<file path="src/rtl/lower_layer_4_4_merge_if.sv">
// Handshake/bus bundle for the 4+4 merge stage: run load side and merged output stream.
interface lower_layer_4_4_merge_if #(
    parameter int unsigned DATA_W  = 16,
    parameter int unsigned TAG_W   = 4,
    parameter int unsigned RUN_LEN = 4
);
    logic                       load;
    logic [RUN_LEN*DATA_W-1:0]  left_data;
    logic [RUN_LEN*TAG_W-1:0]   left_tag;
    logic [RUN_LEN*DATA_W-1:0]  right_data;
    logic [RUN_LEN*TAG_W-1:0]   right_tag;
    logic                       out_ready;
    logic                       out_valid;
    logic [DATA_W-1:0]          out_data;
    logic [TAG_W-1:0]           out_tag;
    logic                       out_last;
    logic                       busy;
    logic                       done;

    modport master (
        output load, left_data, left_tag, right_data, right_tag, out_ready,
        input  out_valid, out_data, out_tag, out_last, busy, done
    );

    modport slave (
        input  load, left_data, left_tag, right_data, right_tag, out_ready,
        output out_valid, out_data, out_tag, out_last, busy, done
    );
endinterface

</file>
<file path="src/rtl/lower_layer_4_4_merge.sv">
// Merges two ascending RUN_LEN-entry (distance, label) runs into one ascending stream; ties take left.
// Optional LL44_SORT_CHECK_EN adds err_unsorted, flagging an unsorted input run at capture.
module lower_layer_4_4_merge #(
    parameter int unsigned DATA_W  = 16,
    parameter int unsigned TAG_W   = 4,
    parameter int unsigned RUN_LEN = 4
) (
    input  logic                   clk,
    input  logic                   rst_n,
    lower_layer_4_4_merge_if.slave bus
`ifdef LL44_SORT_CHECK_EN
    ,
    output logic                   err_unsorted
`endif
);
    localparam int unsigned IdxW  = $clog2(RUN_LEN);
    localparam int unsigned PtrW  = $clog2(RUN_LEN) + 1;
    localparam int unsigned CntW  = $clog2(2 * RUN_LEN) + 1;
    localparam logic [PtrW-1:0] PtrEnd = PtrW'(RUN_LEN);
    localparam logic [CntW-1:0] OutLen = CntW'(2 * RUN_LEN);

    typedef enum logic [0:0] {StIdle, StMerge} state_e;

    state_e                             state_q, state_d;
    logic [RUN_LEN-1:0][DATA_W-1:0]     l_data_q, l_data_d, r_data_q, r_data_d;
    logic [RUN_LEN-1:0][TAG_W-1:0]      l_tag_q, l_tag_d, r_tag_q, r_tag_d;
    logic [PtrW-1:0]                    lp_q, lp_d, rp_q, rp_d;
    logic [CntW-1:0]                    cnt_q, cnt_d;
    logic                               out_valid_q, out_valid_d;
    logic                               out_last_q, out_last_d;
    logic [DATA_W-1:0]                  out_data_q, out_data_d;
    logic [TAG_W-1:0]                   out_tag_q, out_tag_d;
    logic                               busy_q, busy_d;
    logic                               done_q, done_d;

    logic [DATA_W-1:0] l_head, r_head;
    logic              take_left;
    logic [CntW-1:0]   cnt_inc;

`ifdef LL44_SORT_CHECK_EN
    logic                           err_q, err_d;
    logic [RUN_LEN-1:0][DATA_W-1:0] l_in, r_in;
    logic                           unsorted_in;

    always_comb begin
        l_in        = bus.left_data;
        r_in        = bus.right_data;
        unsorted_in = 1'b0;
        for (int i = 0; i < int'(RUN_LEN) - 1; i++) begin
            if (l_in[i] > l_in[i+1] || r_in[i] > r_in[i+1]) begin
                unsorted_in = 1'b1;
            end
        end
    end

    assign err_unsorted = err_q;
`endif

    // Heads are only consulted while their pointer is below RUN_LEN, so the low bits suffice.
    assign l_head  = l_data_q[lp_q[IdxW-1:0]];
    assign r_head  = r_data_q[rp_q[IdxW-1:0]];
    assign cnt_inc = cnt_q + CntW'(1);

    always_comb begin
        if (lp_q == PtrEnd) begin
            take_left = 1'b0;
        end else if (rp_q == PtrEnd) begin
            take_left = 1'b1;
        end else begin
            take_left = (l_head <= r_head);
        end
    end

    always_comb begin
        state_d     = state_q;
        l_data_d    = l_data_q;
        r_data_d    = r_data_q;
        l_tag_d     = l_tag_q;
        r_tag_d     = r_tag_q;
        lp_d        = lp_q;
        rp_d        = rp_q;
        cnt_d       = cnt_q;
        out_valid_d = out_valid_q;
        out_last_d  = out_last_q;
        out_data_d  = out_data_q;
        out_tag_d   = out_tag_q;
        busy_d      = busy_q;
        done_d      = done_q;
`ifdef LL44_SORT_CHECK_EN
        err_d       = err_q;
`endif
        unique case (state_q)
            StIdle: begin
                if (bus.load) begin
                    l_data_d    = bus.left_data;
                    r_data_d    = bus.right_data;
                    l_tag_d     = bus.left_tag;
                    r_tag_d     = bus.right_tag;
                    lp_d        = '0;
                    rp_d        = '0;
                    cnt_d       = '0;
                    out_valid_d = 1'b0;
                    out_last_d  = 1'b0;
                    done_d      = 1'b0;
                    busy_d      = 1'b1;
`ifdef LL44_SORT_CHECK_EN
                    err_d       = unsorted_in;
`endif
                    state_d     = StMerge;
                end
            end
            StMerge: begin
                if (out_valid_q && bus.out_ready && out_last_q) begin
                    out_valid_d = 1'b0;
                    out_last_d  = 1'b0;
                    done_d      = 1'b1;
                    busy_d      = 1'b0;
                    state_d     = StIdle;
                end else if ((!out_valid_q || bus.out_ready) && (cnt_q < OutLen)) begin
                    if (take_left) begin
                        out_data_d = l_head;
                        out_tag_d  = l_tag_q[lp_q[IdxW-1:0]];
                        lp_d       = lp_q + PtrW'(1);
                    end else begin
                        out_data_d = r_head;
                        out_tag_d  = r_tag_q[rp_q[IdxW-1:0]];
                        rp_d       = rp_q + PtrW'(1);
                    end
                    out_valid_d = 1'b1;
                    out_last_d  = (cnt_inc == OutLen);
                    cnt_d       = cnt_inc;
                end
            end
            default: state_d = StIdle;
        endcase
    end

    always_ff @(posedge clk) begin
        if (!rst_n) begin
            state_q     <= StIdle;
            l_data_q    <= '0;
            r_data_q    <= '0;
            l_tag_q     <= '0;
            r_tag_q     <= '0;
            lp_q        <= '0;
            rp_q        <= '0;
            cnt_q       <= '0;
            out_valid_q <= 1'b0;
            out_last_q  <= 1'b0;
            out_data_q  <= '0;
            out_tag_q   <= '0;
            busy_q      <= 1'b0;
            done_q      <= 1'b0;
`ifdef LL44_SORT_CHECK_EN
            err_q       <= 1'b0;
`endif
        end else begin
            state_q     <= state_d;
            l_data_q    <= l_data_d;
            r_data_q    <= r_data_d;
            l_tag_q     <= l_tag_d;
            r_tag_q     <= r_tag_d;
            lp_q        <= lp_d;
            rp_q        <= rp_d;
            cnt_q       <= cnt_d;
            out_valid_q <= out_valid_d;
            out_last_q  <= out_last_d;
            out_data_q  <= out_data_d;
            out_tag_q   <= out_tag_d;
            busy_q      <= busy_d;
            done_q      <= done_d;
`ifdef LL44_SORT_CHECK_EN
            err_q       <= err_d;
`endif
        end
    end

    assign bus.out_valid = out_valid_q;
    assign bus.out_last  = out_last_q;
    assign bus.out_data  = out_data_q;
    assign bus.out_tag   = out_tag_q;
    assign bus.busy      = busy_q;
    assign bus.done      = done_q;
endmodule

</file>
<file path="src/flat_wrapper.sv">
// flat-port wrapper written by rule: the top's interface ports become plain ports
module lower_layer_4_4_merge_flat 
#(
    parameter int unsigned DATA_W  = 16,
    parameter int unsigned TAG_W   = 4,
    parameter int unsigned RUN_LEN = 4
)
  (clk, rst_n, bus_load, bus_left_data, bus_left_tag, bus_right_data, bus_right_tag, bus_out_ready, bus_out_valid, bus_out_data, bus_out_tag, bus_out_last, bus_busy, bus_done);
  lower_layer_4_4_merge_if #(.DATA_W(DATA_W), .TAG_W(TAG_W), .RUN_LEN(RUN_LEN)) bus_i ();
  input  logic clk;
  input  logic rst_n;
  input wire logic [$bits(bus_i.load)-1:0] bus_load;
  input wire logic [$bits(bus_i.left_data)-1:0] bus_left_data;
  input wire logic [$bits(bus_i.left_tag)-1:0] bus_left_tag;
  input wire logic [$bits(bus_i.right_data)-1:0] bus_right_data;
  input wire logic [$bits(bus_i.right_tag)-1:0] bus_right_tag;
  input wire logic [$bits(bus_i.out_ready)-1:0] bus_out_ready;
  output wire logic [$bits(bus_i.out_valid)-1:0] bus_out_valid;
  output wire logic [$bits(bus_i.out_data)-1:0] bus_out_data;
  output wire logic [$bits(bus_i.out_tag)-1:0] bus_out_tag;
  output wire logic [$bits(bus_i.out_last)-1:0] bus_out_last;
  output wire logic [$bits(bus_i.busy)-1:0] bus_busy;
  output wire logic [$bits(bus_i.done)-1:0] bus_done;
  assign bus_i.load = bus_load;
  assign bus_i.left_data = bus_left_data;
  assign bus_i.left_tag = bus_left_tag;
  assign bus_i.right_data = bus_right_data;
  assign bus_i.right_tag = bus_right_tag;
  assign bus_i.out_ready = bus_out_ready;
  assign bus_out_valid = bus_i.out_valid;
  assign bus_out_data = bus_i.out_data;
  assign bus_out_tag = bus_i.out_tag;
  assign bus_out_last = bus_i.out_last;
  assign bus_busy = bus_i.busy;
  assign bus_done = bus_i.done;
  lower_layer_4_4_merge #(.DATA_W(DATA_W), .TAG_W(TAG_W), .RUN_LEN(RUN_LEN)) u_core (.clk(clk), .rst_n(rst_n), .bus(bus_i));
endmodule
</file>
<file path="config.mk">
export PLATFORM = sky130hd
export DESIGN_NAME = lower_layer_4_4_merge_flat
export DESIGN_NICKNAME = d
export VERILOG_FILES = /design/src/rtl/lower_layer_4_4_merge_if.sv /design/src/rtl/lower_layer_4_4_merge.sv /design/src/flat_wrapper.sv
export SDC_FILE = /design/constraint.sdc
export NUM_CORES = 1
export LEC_CHECK = 0
export ABC_AREA = 1
export BUFFER_PORTS_ARGS = -buffer_cell sky130_fd_sc_hd__clkbuf_2
export CAP_MARGIN = 10
export CORE_MARGIN = 2
export CORE_UTILIZATION = 35
export DETAILED_ROUTE_END_ITERATION = 10
export GPL_TIMING_DRIVEN = 1
export PLACE_DENSITY = 0.62
export SLEW_MARGIN = 25
export SYNTH_ARGS = -nofsm -noshare
export SYNTH_HDL_FRONTEND = slang
export SYNTH_SLANG_ARGS = --single-unit
</file>
<file path="constraint.sdc">
create_clock -name clk -period 5.5 [get_ports clk]
set_input_delay 1.1 -clock clk [delete_from_list [all_inputs] [get_ports clk]]
set_output_delay 1.1 -clock clk [all_outputs]
set_load 0.01 [all_outputs]
</file>
==> summary.md, run 1 <==
| Metric | Value |
|---|---|
| Status | complete, no violations |
| Clock network power share | 0.360 |
| Clock root buffer | clkbuf_16 |
| Resized Gates After CTS | 0 |
| P&R area growth vs syn | 18.1% |
| Hold Path Cell Cnt | 2 |
| FF-to-FF Start | u_core.rp_q[0] |
| Setup crit start kind | flop |
| Tot Pwr | about 3.5 mW |
| Switch share | 0.323 |
| Post-synth cell types | 31 |
| R2R Setup Slk | 1.81 ns |
| Htree depth | 4 |
| Total CTS buffers | 17 |
| Achievable Freq | 271 MHz |
| Flops & latches, synth | 195 |
| Die span in x | 163 um |
| Final setup violation count | 0 |
| CTS tree | built |
| Setup tns final | 0 ns |
| NetSw | 1.13 mW |
| Starting Density | 0.354 |
| Worst Hold Class | flop to flop |
| Worst Setup SP | u_core.rp_q[0] |
| DIE AREA | 0.0266 sq mm |
| Vias per cell | approximately 4.9 |
| Core Region | 0.0250 sq mm |
| Critical path arrival | roughly 4.1 ns |
| Register area share after synthesis | 0.441 |
| Worst Hold Path EP | u_core.bus.done |
| IO Count | 188 |
| Pwr/cell area | about 340 mW/mm^2 |
| Initial antenna violation count | 0 |
| Final period util | 0.672 |
| R2r endpoint | u_core.lp_q[1] |
| Unrepaired setup endpoints after global routing | false |
| Syn_area_per_cell | 7.05 sq um |
| Post-synth EDFFs | 0 |
| Pre-Repair DR Iteration Count | 5 |
| Register Area | 0.00390 sq mm |
| Comb pwr share | 0.188 |
| Syn nets | 1,440 |
| Nets | 1,566 |
| Maximum fanout along the worst path | 44 |
| # DRC | 0 |
| Layout Skew | 0.0158 ns |
| Hold wc startpoint | u_core.bus.done |
| Setup Buffers After CTS | 0 |
| Mapped Cells | 1,254 |
| Gr ovfl total | 0 |
| Min cycle time layout | 3.69 ns |
| Hold buffers post-CTS | 0 |
| First-pass GRT wire length | 40.4 mm |
| Clk Latency, worst-skew pair | 0.44 ns |
| Critical Path RT | 5.87 ns |
| Total placed cells including tap cells | 1,691 |
| Worst-path clk slew | 0.08 ns |
| Ys async rst share | 0 |
| Number of global-route vias before repair | a little under 8,000 |
| Final ANT Viol Nets | 0 |
| GRT Total Usage | 0.195 |
| Input/output buffers | 187 |
| Layout cells sized above 1 | 0.173 |
| Cell area after synthesis | 0.00884 sq mm |
| Leak | 4.68 nW |
| Buffer depth of the longest clock path | 2 |
| WL final | 26.0 mm |
| Final hold vios | 0 |
| Syn. warnings | 0 |
| Area of the multi-input gates | 0.00425 sq mm |
| Relative slew slack | 0.338 |
| Max-slew violation count | 0 |
| Peak supply drop | 0.000158 V |
| Primary FF master, synth | dfxtp_1 |
| Antenna fix cells | 0 |
| Max_cap viols | 0 |
| Crit Path Category | flop to flop |
| Site row count | 58 |
| Pin count of the biggest net entering global routing | 131 |
| Clk sinks | 195 |
| Final weighted congestion in routability-driven placement | 0.814 |
| Reg power frac | 0.452 |
| Layout fillers | 2,678 |
| Pint | 2.37 mW |
| Die height | about 160 um |
| Starting DRT DRC Count | 717 |
| Detail Placement HPWL | 18.5 mm |
| Avg WL per Cell | 15.1 um |
| Cell depth of the worst flop-to-flop path | 19 |
| Critical Path Sink Type | flop |
| Via Count | around 8,500 |
| Slew @ Worst Pin | between 0.9 and 1 ns |
| Non-Filler Instances | between 1,500 and 2,000 |
placed cells by master, fill, tap and decap left out, types with 2 or more instances in the layout:
master / count
nand2_4: 2
nor2_2: 2
a32o_1: 6
ha_1: 22
o21ai_1: 6
clkbuf_2: 186
clkinv_8: 6
xnor2_1: 2
dfxtp_1: 195
buf_4: 9
o21ai_0: 191
clkinv_4: 3
xor2_1: 2
nand2_1: 182
nand3_1: 8
a21oi_1: 55
inv_6: 4
nor2_1: 364
clkinv_1: 2
o21bai_1: 19
a32oi_1: 28
inv_2: 2
o22ai_1: 5
clkbuf_16: 17
nand4_1: 4
inv_4: 3
inv_1: 59
state kept, by name (all words and copies together) (netlist names), 3 cells and up:
signal / flops
u_core.bus.out_data: 16
u_core.bus.out_tag: 4
u_core.cnt_q: 4
u_core.l_data_q: 64
u_core.l_tag_q: 16
u_core.lp_q: 3
u_core.r_data_q: 64
u_core.r_tag_q: 16
u_core.rp_q: 3
how the worst max path moves through the flow:
stage / end / depth (start not counted)
floorplan: u_core.bus.out_data[2] / 18
global placement: u_core.lp_q[1] / 19
detailed placement: u_core.lp_q[1] / 19
CTS: u_core.lp_q[1] / 19
global route: u_core.lp_q[1] / 19
finish: u_core.lp_q[1] / 19
power by group through the flow:
stage	Clock [mW]	Sequential [mW]	Combinational [mW]
finish	1.26	1.58	0.658
global route	1.33	1.59	0.753
CTS	1.28	1.58	0.665
detailed placement	0	1.62	0.662
global placement	0	1.61	0.650
floorplan	0	1.60	0.491
routing by layer:
metal / track usage / routed length (um) / vias to the layer above
li1: - / - / 4327
met1: 0.263 / 11900 / 3853
met2: 0.328 / 12100 / 255
met3: 0.0313 / 1660 / 19
met4: 0.0475 / 295 / 0
met5: 0 / 0 / -
worst max-delay path: stages, from the launching register on:
cell and delay (ns):
dfxtp_1 0.30, buf_4 0.26, inv_1 0.74, buf_4 0.29, nand2_1 0.06, a32oi_1 0.26, inv_1 0.09, ha_1 0.30
nand2_1 0.07, nor2_2 0.12, nand2_1 0.08, inv_1 0.05, nand2_1 0.05, nand2_1 0.06, nand2_2 0.09, nand2_4 0.34
nand2_1 0.18, nand2_1 0.11, nand2_1 0.05, a21oi_1 0.11
Yosys cell counts (2+ instances only):
library cell / count / share of area
a21oi_1: 55 / 0.031
a32o_1: 6 / 0.0068
a32oi_1: 28 / 0.028
buf_2: 28 / 0.016
buf_4: 4 / 0.0034
buf_6: 7 / 0.0089
clkbuf_1: 50 / 0.021
clkinv_1: 2 / 0.00085
dfxtp_1: 195 / 0.44
ha_1: 22 / 0.031
inv_1: 59 / 0.025
inv_2: 3 / 0.0013
inv_4: 2 / 0.0014
nand2_1: 182 / 0.077
nand2_4: 2 / 0.0025
nand3_1: 8 / 0.0045
nand4_1: 4 / 0.0028
nor2_1: 364 / 0.15
nor2_2: 2 / 0.0014
o21ai_0: 191 / 0.11
o21ai_1: 6 / 0.0034
o21bai_1: 19 / 0.016
o22ai_1: 5 / 0.0035
xnor2_1: 2 / 0.0020
xor2_1: 2 / 0.0020
cell families after synthesis:
kind of cell | Yosys count | synth area share
AOI/OAI and AO/OA | 313 | 0.200
xor gates and xnor gates | 4 | 0.00396
adders and majority gates | 22 | 0.0311
DFF | 195 | 0.441
and+or+nand+nor | 565 | 0.246
buffers and inverters | 155 | 0.0780
final cells by class:
cell class                      count  area share
Sequential cell                   195       0.374
Inverter                           66      0.0245
Clock buffer                       17      0.0408
Multi-Input combinational cell    904       0.407
Timing Repair Buffer              196      0.0967
Tap cell                          330      0.0396
Clock inverter                     15      0.0175
metrics by stage:
step	hold WS (ns)	cell area [sq um]	worst slack, ns	utilization
floorplan	0.430	8840	3.09	-
global placement	0.456	9830	1.88	0.394
detailed placement	0.463	9830	1.77	0.394
CTS	0.475	10400	1.74	0.418
global route	0.506	10400	1.30	0.418
finish	0.475	10400	1.81	0.418
(Power assumes the default switching activity.)
==> run 2: changes to the inputs <==
Settings changed: ABC_AREA 1 to 0.
Clock period 5.5 ns to 3.6 ns, I/O delays scaled along.
==> run 2 against run 1 <==
  * Setup slack lost 1.4 ns
  * Via count is 15% lower
  * Power rose by 52%
  * Die area grew 0.13%
  * Register-to-register slack lost 1.4 ns
  * Non-clock buffer count rose by 8
  * Combinational power rose by 43%
  * Largest cell class unchanged
  * Largest power group unchanged
==> summary.md, run 2 <==
| Metric | Value |
|---|---|
| Status | complete, no violations |
| Min cycle time layout | 3.24 ns (-0.450 ns) |
| Pwr/cell area | 496 mW/mm^2 (+48%) |
| Non-Filler Instances | 1,498 (-13%) |
| Worst-path clk slew | 0.08 ns (about the same) |
| Tot Pwr | 5.32 mW (+52%) |
| Setup tns final | 0 ns (unchanged) |
| Starting DRT DRC Count | 453 (-37%) |
| Crit path cell chain | buf_12, mux4_2, ha_1, nand4_2, or4_1, a21o_1, a41oi_4, buf_4, nand2_1, a31oi_1 |
| Setup crit start kind | flop |
| Starting Density | 0.354 (-0.000527) |
| Peak supply drop | 0.000242 V (+53%) |
| Critical path arrival | 3.61 ns (-0.45 ns) |
| WL met1 | 10.3 mm (-14%) |
| Syn nets | 1,194 (-17%) |
| IO Count | 188 (unchanged) |
| Commonest cells after routing, fill and taps aside | nand2_1, dfxtp_1, clkbuf_2, a21boi_0, mux4_2 |
| Final setup violation count | 0 (unchanged) |
| Max-slew violation count | 0 (unchanged) |
| Antenna fix cells | 0 (unchanged) |
| Nets | 1,341 (-14%) |
| Primary FF master, synth | dfxtp_1 |
| Switch share | 0.294 (-0.0294) |
| Commonest non-fill, non-tap cell in the layout | nand2_1 |
| Buffer depth of the longest clock path | 2 (unchanged) |
| Avg WL per Cell | 15.8 um (+4.5%) |
| First-pass GRT wire length | 37.1 mm (-8.3%) |
| Worst Hold Class | flop to flop |
| Htree depth | 4 (unchanged) |
| Leak | 4.24 nW (-9.3%) |
| Comb pwr share | 0.177 (-0.011) |
| Largest delay share family, worst path | simple AND/OR/NAND/NOR gates |
| Slew @ Worst Pin | 0.746 ns (-0.246 ns) |
| Final period util | 0.901 (+0.229) |
| WP buf/inv | 2 (-3) |
| Critical Path Sink Type | flop |
| DIE AREA | 0.0266 sq mm (+0.13%) |
| Clk Latency, worst-skew pair | 0.44 ns (about the same) |
| Total placed cells including tap cells | 1,466 (-13%) |
| Commonest cells in the synthesized netlist | nand2_1, dfxtp_1, a21boi_0 |
| Clk sinks | 195 (unchanged) |
| Setup Buffers After CTS | 0 (unchanged) |
| Unrepaired setup endpoints after global routing | false |
| Cell area after synthesis | 0.00885 sq mm (+0.14%) |
| Max_cap viols | 0 (unchanged) |
| Final ANT Viol Nets | 0 (unchanged) |
| Syn_area_per_cell | 8.78 sq um (+25%) |
| Critical Path RT | 3.96 ns (-1.91 ns) |
| Layout cells sized above 1 | 0.246 (+0.0727) |
| Mapped Cells | 1,008 (-20%) |
| Vias per cell | 4.81 (-2.0%) |
| Via Count | 7,203 (-15%) |
| Post-synth cell types | 42 (+35%) |
| Pint | 3.76 mW (+59%) |
| # DRC | 0 (unchanged) |
| Post-DP Area | 0.0101 sq mm (+2.8%) |
| Met3 WL | 1.11 mm (-33%) |
| Top-count cell post-synth | nand2_1 |
| WL final | 23.6 mm (-9.1%) |
| Met2 WL | 11.9 mm (-1.9%) |
| Ys async rst share | 0 (unchanged) |
| GRT Total Usage | 0.180 (-0.0150) |
| Syn. warnings | 0 (unchanged) |
| Die height | 163 um (about the same) |
| Detail Placement HPWL | 17.4 mm (-5.7%) |
| Achievable Freq | 308 MHz (+14%) |
| DR top layer | met4 |
| Input/output buffers | 187 (unchanged) |
| Die span in x | 163 um (about the same) |
| Layout Skew | 0.0168 ns (+0.000970 ns) |
| Resized Gates After CTS | 0 (unchanged) |
| Gr ovfl total | 0 (unchanged) |
| R2R Setup Slk | 0.36 ns (-1.45 ns) |
| Site row count | 58 (unchanged) |
| NetSw | 1.56 mW (+38%) |
| Slowest CP cell | mux4_2 |
| Hold buffers post-CTS | 0 (unchanged) |
| Initial antenna violation count | 0 (unchanged) |
| Synth top area share | 0.441 (-0.000624) |
| CTS tree | built |
| Core Region | 0.0250 sq mm (+0.29%) |
| Pin count of the biggest net entering global routing | 119 (-9.2%) |
| Pre-Repair DR Iteration Count | 5 (unchanged) |
| Fin area | 0.0107 sq mm (+2.9%) |
| Post-synth EDFFs | 0 (unchanged) |
| Cell taking the most area after synthesis | dfxtp_1 |
| Final weighted congestion in routability-driven placement | 0.854 (+4.9%) |
| Register area share after synthesis | 0.441 (-0.000624) |
| Final hold vios | 0 (unchanged) |
| Flops & latches, synth | 195 (unchanged) |
| Maximum fanout along the worst path | 20 (-55%) |
| Clock network power share | 0.378 (+0.018) |
| Total CTS buffers | 17 (unchanged) |
| P&R area growth vs syn | 21.3% |
| Clock root buffer | clkbuf_16 |
| Relative slew slack | 0.497 (+0.159) |
| Synth top area cells | dfxtp_1, nand2_1, a21boi_0, mux4_2, ha_1 |
| Number of global-route vias before repair | 7,051 (-8.8%) |
| Reg power frac | 0.444 (-0.008) |
| Crit-path max cell delay | 0.54 ns (-0.20 ns) |
| Largest regs | u_core.l_data_q (64), u_core.r_data_q (64) |
| Crit Path Category | flop to flop |
run 2: layout make-up:
cell class / count / area, sq um
clock buffers: 17 / 425
clock inverters: 15 / 206
fillers: 2530 / 14300
inverters: 23 / 86.3
multi-input cells: 714 / 4570
flip-flops and latches: 195 / 3910
well taps: 330 / 413
repair buffers: 204 / 1130
run 2: kinds of logic after synthesis:
logic type | count (synthesis) | synth area share
AOI/OAI and AO/OA | 240 | 0.196
xor gates and xnor gates | 1 | 0.000989
adders and majority gates | 22 | 0.0311
buffers and inverters | 99 | 0.0451
DFF | 195 | 0.441
muxes | 41 | 0.103
and+or+nand+nor | 410 | 0.183
run 2: power by group through the flow:
stage	Clock, mW	Sequential, mW	Combinational [mW]
6_report	2.01	2.36	0.943
5_1_grt	2.14	2.38	1.05
4_1_cts	2.07	2.36	0.956
3_5_place_dp	0	2.41	0.954
3_3_place_gp	0	2.41	0.939
2_1_floorplan	0	2.40	0.648
run 2: worst paths after layout:
check	from	to	depth (start not counted)
max reg2reg	u_core.lp_q[0]	u_core.bus.out_data[1]	10
min	u_core.r_tag_q[10]	u_core.r_tag_q[10]	2
max	u_core.lp_q[0]	u_core.bus.out_data[1]	10
min reg2reg	u_core.r_tag_q[10]	u_core.r_tag_q[10]	2
run 2: worst min-delay path, cell delays in order, from the launching register on:
cell and delay (ns):
dfxtp_1 0.31, nand2_1 0.04, a21boi_0 0.06
run 2: routing by layer:
metal / GRT usage / vias up
met5: 0 / -
met4: 0.0551 / 0
met3: 0.0424 / 19
met2: 0.310 / 131
met1: 0.224 / 3354
li1: - / 3699
run 2: stage by stage:
step,utilization,hold WS [ns],worst slack [ns]
after floorplan,-,0.440,0.226
after global placement,0.404,0.447,0.452
after detailed placement,0.404,0.454,0.372
after CTS,0.429,0.464,0.353
after global routing,0.429,0.486,0.146
final,0.429,0.460,0.357
==> run 3: changes to the inputs <==
Settings changed: CORE_UTILIZATION 35 to 36, PLACE_DENSITY 0.62 to 0.64, TNS_END_PERCENT set to 10.
==> run 3 against run 2 <==
  * Non-clock buffer count increased by 5
  * Sequential power about the same
  * Routed wire length increased by 3.0%
  * Global-route usage increased by 1.3 points
  * Worst hold slack improved by 0.0021 ns
  * Maximum frequency decreased by 0.16%
==> summary.md, run 3 (synthesized netlist as in run 2, its figures left out) <==
| Metric | Value |
|---|---|
| Status | complete, no violations |
| GRT Total Usage | 0.193 (+0.0130) |
| Setup slack after layout | 0.352 ns (-0.00503 ns) |
| Pint | 3.65 mW (-2.8%) |
| # DRC | 0 (unchanged) |
| Worst-path clk slew | 0.07 ns (about the same) |
| Critical Path RT | 3.90 ns (-0.06 ns) |
| Area of the multi-input gates | 0.00457 sq mm (unchanged) |
| P&R area growth vs syn | 20.8% |
| Final period util | 0.902 (+0.00140) |
| Starting DRT DRC Count | 556 (+23%) |
| End-of-flow core utilization | 0.441 (+0.0123) |
| Reg power frac | 0.460 (+0.016) |
| Antenna fix cells | 0 (unchanged) |
| NetSw | 1.50 mW (-4.3%) |
| Pre-Repair DR Iteration Count | 4 (-1) |
| Relative slew slack | 0.411 (-0.0858) |
| Final hold vios | 0 (unchanged) |
| Die height | 161 um (-1.4%) |
| Comb pwr share | 0.185 (+0.008) |
| DIE AREA | 0.0259 sq mm (-2.7%) |
| Switch share | 0.291 (-0.00301) |
| First-pass GRT wire length | 39.2 mm (+5.8%) |
| Max-slew violation count | 0 (unchanged) |
| Layout Skew | 0.0155 ns (-0.00133 ns) |
| Setup Buffers After CTS | 0 (unchanged) |
| Clk Latency, worst-skew pair | 0.44 ns (about the same) |
| Buffer depth of the longest clock path | 2 (unchanged) |
| Resized Gates After CTS | 0 (unchanged) |
| Unrepaired setup endpoints after global routing | false |
| Vias per cell | 4.89 (+1.8%) |
| Input/output buffers | 187 (unchanged) |
| Detail Placement HPWL | 18.2 mm (+4.6%) |
| Core Region | 0.0242 sq mm (-3.1%) |
| Via Count | 7,325 (+1.7%) |
| Clk sinks | 195 (unchanged) |
| Maximum fanout along the worst path | 11 (-45%) |
| Final ANT Viol Nets | 0 (unchanged) |
| WL final | 24.3 mm (+3.0%) |
| Worst Hold Class | flop to flop |
| Fin area | 0.0107 sq mm (-0.37%) |
| CTS tree | built |
| Max_cap viols | 0 (unchanged) |
| Achievable Freq | 308 MHz (-0.16%) |
| Number of global-route vias before repair | 7,338 (+4.1%) |
| Critical path arrival | 3.55 ns (-0.06 ns) |
| Critical Path Sink Type | flop |
| Total CTS buffers | 17 (unchanged) |
| Pwr/cell area | 481 mW/mm^2 (-2.9%) |
| Die span in x | 161 um (-1.4%) |
| Starting Density | 0.365 (+0.0115) |
| Setup crit start kind | flop |
| Commonest cells after routing, fill and taps aside | nand2_1, dfxtp_1, clkbuf_2, a21boi_0, mux4_2 |
| Peak supply drop | 0.000294 V (+21%) |
| Register Area | 0.00391 sq mm (unchanged) |
| Site row count | 57 (-1.7%) |
| Gr ovfl total | 0 (unchanged) |
| Layout fillers | 2,428 (-4.0%) |
| Clock root buffer | clkbuf_16 |
| Crit Path Category | flop to flop |
| Avg WL per Cell | 16.2 um (+3.1%) |
| Layout cells sized above 1 | 0.248 (+0.00236) |
| Pre-CTS WS | 0.349 ns (-0.0236 ns) |
| Post-DP Area | 0.0101 sq mm (+0.30%) |
| Htree depth | 4 (unchanged) |
| Slew @ Worst Pin | 0.882 ns (+0.136 ns) |
| Largest regs | u_core.l_data_q (64), u_core.r_data_q (64) |
| Leak | 4.22 nW (-0.40%) |
| Commonest non-fill, non-tap cell in the layout | nand2_1 |
| Nets | 1,346 (+0.37%) |
| Pin count of the biggest net entering global routing | 87 (-27%) |
| Hold buffers post-CTS | 0 (unchanged) |
| Final setup violation count | 0 (unchanged) |
| Final weighted congestion in routability-driven placement | 0.817 (-4.3%) |
| Setup tns final | 0 ns (unchanged) |
| Min cycle time layout | 3.25 ns (+0.00503 ns) |
| Clock network power share | 0.354 (-0.024) |
| Initial antenna violation count | 0 (unchanged) |
| IO Count | 188 (unchanged) |
==> run 3: cell types whose count changed in the layout (fill, tap and decap cells not counted) <==
| cell | delta |
|---|---|
| clkbuf_8 | +3 |
| clkinv_2 | +1 |
| buf_4 | +5 |
| clkbuf_1 | +1 |
| bufinv_16 | -2 |
| clkinv_8 | -3 |
| inv_8 | -3 |
| clkinvlp_4 | +3 |
==> run 3: worst max-delay path: stages, from the launching register on <==
cell,delay (ns)
dfxtp_2,0.33
buf_4,0.23
mux4_2,0.59
ha_1,0.34
nand4_2,0.15
or4_1,0.53
a21o_1,0.24
and3_1,0.20
a221oi_2,0.35
o32ai_2,0.14
==> run 3: through the flow <==
| stage | cells | hold slack [ns] | total power, mW |
|---|---|---|---|
| after global placement | 1465 | 0.449 | 3.37 |
| after detailed placement | 1465 | 0.456 | 3.38 |
| after CTS | 1497 | 0.466 | 5.20 |
| after global routing | 1497 | 0.481 | 5.41 |
| final | 1497 | 0.462 | 5.15 |
| after floorplan | 1008 | 0.440 | 3.04 |
==> run 3: area by class of cell <==
| class | instances | share of cell area |
|---|---|---|
| inverters | 23 | 0.00807 |
| flip-flops and latches | 195 | 0.365 |
| multi-input cells | 714 | 0.427 |
| repair buffers | 209 | 0.109 |
| well taps | 324 | 0.0379 |
| clock inverters | 11 | 0.00854 |
| clock buffers | 21 | 0.0440 |
==> run 3: routing by layer <==
| metal | up-vias | global-route usage | wire length, um |
|---|---|---|---|
| met5 | - | 0 | 0 |
| met4 | 0 | 0.0686 | 648 |
| met3 | 28 | 0.0532 | 1420 |
| met2 | 173 | 0.320 | 11700 |
| met1 | 3404 | 0.243 | 10500 |
| li1 | 3720 | - | - |
==> run 3: power groups by stage <==
stage          clock [mW]  sequential [mW]  combinational [mW]
2_1_floorplan           0             2.40               0.648
3_3_place_gp            0             2.42               0.954
3_5_place_dp            0             2.42               0.965
4_1_cts              1.86             2.37               0.968
5_1_grt              1.95             2.38                1.07
6_report             1.82             2.37               0.954
==> run 3: worst paths after layout <==
path                             end               start  cells after the start  slack (ns)
setup / recovery      u_core.rp_q[0]      u_core.lp_q[0]                      9        0.35
hold reg to reg   u_core.l_tag_q[13]  u_core.l_tag_q[13]                      2        0.46
setup reg to reg      u_core.rp_q[0]      u_core.lp_q[0]                      9        0.35
hold / removal    u_core.l_tag_q[13]  u_core.l_tag_q[13]                      2        0.46
